[src/rtl/tdm_mux.sv]
// Four-channel TDM transmitter: snapshots data0..data3 and serialises them onto line/adr, with DWELL cycles per slot.
// Optional macro TDM_CONT_EN selects continuous scanning. When it is undefined, each frame is gated by start.
module tdm_mux #(
  parameter int DWELL = 4
) (
  input  logic       clk,
  input  logic       rst,
  input  logic       start,
  input  logic       data0,
  input  logic       data1,
  input  logic       data2,
  input  logic       data3,
  output logic       line,
  output logic [1:0] adr,
  output logic       valid,
  output logic       busy,
  output logic       done
);

  typedef enum logic {IDLE, SEND} state_t;

  localparam logic [7:0] DLAST = 8'(DWELL - 1);

  state_t      state_q, state_d;
  logic [3:0]  snap_q, snap_d;
  logic [7:0]  dcnt_q, dcnt_d;
  logic [1:0]  adr_q, adr_d;
  logic        line_q, line_d;
  logic        valid_q, valid_d;
  logic        busy_q, busy_d;
  logic        done_q, done_d;

  logic [3:0]  data_in;
  logic [1:0]  adr_nxt;
  logic        go;

  assign data_in = {data3, data2, data1, data0};
  assign adr_nxt = adr_q + 2'd1;

`ifdef TDM_CONT_EN
  // Continuous scan: leave IDLE on the first edge out of reset.
  assign go = 1'b1;
`else
  assign go = start;
`endif

  always_comb begin
    state_d = state_q;
    snap_d  = snap_q;
    dcnt_d  = dcnt_q;
    adr_d   = adr_q;
    line_d  = line_q;
    valid_d = valid_q;
    busy_d  = busy_q;
    done_d  = 1'b0;
    case (state_q)
      IDLE: begin
        line_d = 1'b0;
        if (go) begin
          state_d = SEND;
          snap_d  = data_in;
          dcnt_d  = 8'd0;
          adr_d   = 2'd0;
          line_d  = data_in[0];
          valid_d = 1'b1;
          busy_d  = 1'b1;
        end
      end
      SEND: begin
        if (dcnt_q == DLAST) begin
          dcnt_d = 8'd0;
          if (adr_q == 2'd3) begin
            done_d = 1'b1;
            adr_d  = 2'd0;
`ifdef TDM_CONT_EN
            snap_d = data_in;
            line_d = data_in[0];
`else
            state_d = IDLE;
            line_d  = 1'b0;
            valid_d = 1'b0;
            busy_d  = 1'b0;
`endif
          end else begin
            adr_d  = adr_nxt;
            line_d = snap_q[adr_nxt];
          end
        end else begin
          dcnt_d = dcnt_q + 8'd1;
        end
      end
      default: state_d = IDLE;
    endcase
  end

  always_ff @(posedge clk or posedge rst) begin
    if (rst) begin
      state_q <= IDLE;
      snap_q  <= 4'd0;
      dcnt_q  <= 8'd0;
      adr_q   <= 2'd0;
      line_q  <= 1'b0;
      valid_q <= 1'b0;
      busy_q  <= 1'b0;
      done_q  <= 1'b0;
    end else begin
      state_q <= state_d;
      snap_q  <= snap_d;
      dcnt_q  <= dcnt_d;
      adr_q   <= adr_d;
      line_q  <= line_d;
      valid_q <= valid_d;
      busy_q  <= busy_d;
      done_q  <= done_d;
    end
  end

  assign line  = line_q;
  assign adr   = adr_q;
  assign valid = valid_q;
  assign busy  = busy_q;
  assign done  = done_q;

endmodule

[config.mk]
export PLATFORM = sky130hd
export DESIGN_NAME = tdm_mux
export DESIGN_NICKNAME = d
export VERILOG_FILES = /design/src/rtl/tdm_mux.sv
export SDC_FILE = /design/constraint.sdc
export NUM_CORES = 1
export LEC_CHECK = 0
export ABC_AREA = 1
export BUFFER_PORTS_ARGS = -buffer_cell sky130_fd_sc_hd__buf_2
export CAP_MARGIN = 10
export CORE_ASPECT_RATIO = 0.75
export CORE_UTILIZATION = 50
export CTS_BUF_LIST = sky130_fd_sc_hd__clkbuf_16
export DETAILED_ROUTE_END_ITERATION = 7
export PLACE_DENSITY = 0.71
export SYNTH_ARGS = -nofsm -noshare
export SYNTH_HDL_FRONTEND = slang
export SYNTH_SLANG_ARGS = --single-unit
[constraint.sdc]
create_clock -name clk -period 1.5 [get_ports clk]
set_input_delay 0.075 -clock clk [delete_from_list [all_inputs] [get_ports clk]]
set_output_delay 0.075 -clock clk [all_outputs]
set_load 0.02 [all_outputs]
# --- Word level (Yosys, flattened, before mapping) ---
# Cells that the tools add are included.
op_classes:
  shift: 0
  n_mux: 24
  reduce_logical: 3
  n_mul: 0
  eq_ne: 5
  n_lt_le_gt_ge: 1
  addsub: 2
  n_div: 0
  bitwise: 1
ops:
  columns: ["operator", "count"]
  rows:
  - ["$mux W8", 2]
  - ["$pmux W8 S2", 1]
  - ["$mux W1", 13]
  - ["$add A8 B1 Y8 const B", 1]
  - ["$eq A8 B2 Y1 const B", 1]
  - ["$mux W2", 3]
  - ["$pmux W1 S2", 3]
  - ["$ne A2 B1 Y1 const B", 2]
  - ["$pmux W2 S2", 1]
  - ["$reduce_and A2 Y1", 2]
  - ["$lt A2 B3 Y1 const B", 1]
  - ["$reduce_and A3 Y1", 1]
  - ["$add A2 B1 Y2 const B", 1]
  - ["$bmux W1 S2", 1]
  - ["$eq A2 B2 Y1 const B", 1]
  - ["$ne A2 B2 Y1 const B", 1]
  - ["$not A1 Y1", 1]
totals:
  n_memories: 0
  ramBits: 0
  rom_bits: 0
  out_inout_bits: 6
  input_bits: 7
  regBits: 18
  elab_cells: 43
  latchBits: 0

# --- Longest topological paths before layout ---
logic_depth:
  word_depth: 6
  depth_mapped: 8
  ltp_nobuf: 7

# --- Worst setup path after synthesis ---
# OpenSTA, ideal clock, no wires.
synth_timing:
  path_kind: "reg2reg"
  start: "reg adr_q[0], in the netlist adr[0]"
  end: "reg line_q, in the netlist line"
  path_slack_ps: 260
  synth_period_minus_slack_ps: 1240
  arrival_ps: 1123
  stages_incl_launch_ff: 8
  required_ps: 1384
  setup_time_ps: 116
  n_path_buf: 0
  path_cell_list: "dfrtp_1 -> ha_1 -> inv_1 -> nand3_1 -> nand3_1 -> nand2_1 -> nand2_1 -> nand2_1"
synth_via:
  elab_chain_cells: 6
  word_cells_on_any_way: 7
  cone_classes: "add/sub (1); eq/ne (1); mux (5)"
synth_rtl:
  columns: ["item", "line_no", "rtl"]
  rows:
  - ["from (decl)", "27", "logic [1:0] adr_q, adr_d;"]
  - ["from (signal assigned)", "110", "adr_q <= adr_d;"]
  - ["$add A2 B1 Y2", "38", "assign adr_nxt = adr_q + 2'd1;"]
  - ["$bmux W1 S2", "86", "line_d = snap_q[adr_nxt];"]
  - ["$mux W1 (not written as such)", "86", null]
  - ["$mux W1 *", "72", "if (adr_q == 2'd3) begin"]
  - ["$mux W1 *", "70", "if (dcnt_q == DLAST) begin"]
  - ["$pmux W1 S2 *", "56", "case (state_q)"]
  - ["to (signal assigned)", "111", "line_q <= line_d;"]
  - ["to (decl)", "28", "logic line_q, line_d;"]
# Every way passes the cells marked *; elsewhere a longest branch is shown, timed or not. The select of a mux whose other input is x is not followed.
# A chain may end at the register's enable or synchronous reset.

# --- Worst setup path after layout ---
# Ends and elaborated chain as after synthesis.

==> reports/results.tsv <==
stage	metric	value	unit
logic_synthesis	yosys warns	0	
logic_synthesis	dominant cells by area after synthesis	dfrtp_1 (48%), nand2_1 (17%), nand3_1 (5.8%), inv_1 (4.8%), nor2_1 (2.8%)	
finish	share of layout cells above drive strength 1	22.4	%
finish	register area	450	sq um
critical_path	Setup Crit Path Kind	reg -> reg	
run_status	status	finished, final reports clean	
sta	RSZ-0062 raised after global routing	false	
routing	Vias/cell	4.76	
finish	nets	144	
sta	max-slew violations	0	
cts	worst skew pair latency	250	ps
power_and_ir_drop	LEAKAGE	0.595	nW
cts	clk sinks	18	
grt	vias in the first global route	648	
routing	DR iter-0 viols	18	
die	I/O pins	13	
grt	antenna violations before repair	0	
worst_hold_path	Hold Startpoint	data1	
logic_synthesis	Syn Nets	126	
worst_hold_path	Hold Crit Class	in -> reg	
cts	Post-CTS Hold Fix Bufs	1	
critical_path	CP endpoint kind	register	
logic_synthesis	Main synth FF type	dfrtp_1	
cts	H-tree levels	1	
placement	pre-CTS WS	243	ps
logic_synthesis	register area share after synthesis	47.6	%
sta	Least-Margin Pin Slew	663	ps
die	core area	1760	sq um
routing	Routed WL	1750	microns
logic_synthesis	synth unique cells	20	
critical_path	CP arrival	1410	ps
sta	Fmax achieved	0.788	GHz
logic_synthesis	count leader, synth	nand2_1	
logic_synthesis	ys async rst share	100	%
sta	Fin Setup TNS	0	ps
die	Die H	39.7	microns
grt	GRT Residual Overflow	0	
critical_path	CP Max Fanout	6	
cts	Root Driver	clkbuf_16	
critical_path	critical path launch point type	register	
logic_synthesis	synthesized flop and latch total	18	
cts	Post CTS Setup Buffer Count	0	
sta	final worst path period need	1270	ps
finish	Fillers	150	
routing	Final ANT Viol Nets	0	
placement	routability cong.	0.816	
logic_synthesis	Post-synth EDFFs	0	
grt	GRT Overall Usage	21.1	%
sta	Hold Vio Cnt, Final	0	
grt	first-pass GRT wire length	2940	microns
logic_synthesis	synthesized instance count	117	
critical_path	CP cell instances	ha_1 -> inv_1 -> nand3_1 -> nand3_1 -> nand2_1 -> nand2_1 -> nand2_1	
sta	Clock Skew	1.73	ps
routing	drt pass-1 iters	4	
cts	clk buf depth	2	
die	Initial Utilization	53.9	%
sta	fin crit share	84.6	%
grt	largest net degree at the start of global routing	19	
cts	number of gates resized after cts	0	
routing	WL/cell	11.2	microns
job	maxcap violations	0	
critical_path	worst path bufs/invs	1	
logic_synthesis	Synth top cells by count	nand2_1 (43), dfrtp_1 (18), inv_1 (12)	
logic_synthesis	Post-Syn Area	947	sq um
routing	Vias	742	
critical_path	crit-path most repeated cell	nand2_1	
logic_synthesis	Synth top area share	47.6	%
finish	area grow syn2layout	18.2	%
sta	hold_ws	27.4	ps
finish	area of the multi-input gates	422	sq um
cts	Reg clk slew, reported paths	50	ps
critical_path	CP Launch Point	adr[0]	
routing	DR DRC count	0	
die	Chip Width	52.3	microns
placement	Buffers on Ports	12	
critical_path	Worst path slowest cell	dfrtp_1	
logic_synthesis	Mean Syn Cell Area	8.10	sq um
placement	hpwl dp	1290	microns
critical_path	WP data required	1640	ps
sta	# setup viols final	0	
sta	max_slew headroom	55.7	%
critical_path	reg-to-reg slack, setup	230	ps
die	die footprint	2070	sq um
cts	CTS tree	done	
critical_path	crit-path max cell delay	430	ps
critical_path	FF-to-FF Start	adr[0]	
die	Core Rows	13	
sta	final worst setup slack	231	ps
critical_path	delay-heaviest family, CP	flip-flops	
cts	CTS Buf Count	3	
power_and_ir_drop	power density over the cells	2040	nW/um^2
logic_synthesis	Synth area leader	dfrtp_1	
power_and_ir_drop	worst vdd ir	0.00108	V
finish	# diodes	0	
registers in the layout (all words and copies together), names as in the netlist:
register and count:
line 1, adr 2, state_q 1, dcnt_q 8
snap_q 4, busy 1, done 1
logic make-up (layout without fill, tap and decap cells):
kind of cell | Yosys count | in the layout | share of synthesized area [%]
xor gates and xnor gates | 3 | 3 | 2.77
DFF | 18 | 18 | 47.6
AOI/OAI and AO/OA | 7 | 7 | 4.23
buffers and inverters | 17 | 34 | 7.93
and+or+nand+nor | 70 | 70 | 34.9
adders and majority gates | 2 | 2 | 2.64
cell type report:
class / count / share of cell area [%]
Sequential cell: 18 / 40.2
Multi-Input combinational cell: 82 / 37.7
Timing Repair Buffer: 15 / 7.60
Clock buffer: 3 / 6.70
Inverter: 15 / 5.03
Tap cell: 22 / 2.46
Clock inverter: 1 / 0.335
placed cells by master, fill, tap and decap left out, types with 2 or more instances in the layout:
| master | netlist | layout |
|---|---|---|
| nand2_1 | 43 | 43 |
| dfrtp_1 | 18 | 18 |
| inv_1 | 12 | 12 |
| buf_2 | 0 | 12 |
| nand3_1 | 11 | 11 |
| nor2_1 | 7 | 7 |
| o21ai_0 | 4 | 4 |
| inv_2 | 3 | 3 |
| clkbuf_16 | 0 | 3 |
| nor2_4 | 2 | 2 |
| nand2_2 | 2 | 2 |
| nand3_2 | 2 | 2 |
| nor2_2 | 2 | 2 |
| xor2_1 | 2 | 2 |
| ha_1 | 2 | 2 |
| buf_4 | 1 | 2 |
metrics by stage:
stage	cell area [sq um]	power, W	utilization [%]	std cells
6_report	1120	0.00229	63.7	156
5_1_grt	1120	0.00249	63.7	156
4_1_cts	1120	0.00231	63.7	156
3_5_place_dp	1030	0.00175	58.7	151
3_3_place_gp	1030	0.00171	58.7	151
2_1_floorplan	947	0.00154	-	117
path summary, 6_finish.rpt:
check / end / depth (start not counted)
max: line / 7
min: snap_q[1] / 3
max reg2reg: line / 7
min reg2reg: snap_q[0] / 2
max in group asynchronous: dcnt_q[7] / 3
min in group asynchronous: line / 3
routing by layer:
layer	up-vias	track usage, %	share of wire, %
met5	-	0	0
met1	334	27.1	48
li1	395	-	-
met2	11	34.3	47
met4	0	3.95	0.57
met3	2	8.14	4.1
worst register-to-register path: cells and delay by family (launching register included):
kind	cells	cell delay (ps)
flops	1	430
fa+ha+maj	1	350
buf+inv	1	70
simple gates	5	310
report_power, final:
group          switching (W)  internal, W  leakage (nW)
Combinational       0.000511     0.000330         0.339
Sequential          0.000205     0.000705         0.217
Clock               0.000182     0.000355        0.0385
Note: power is estimated with default switching activity, not from simulation.
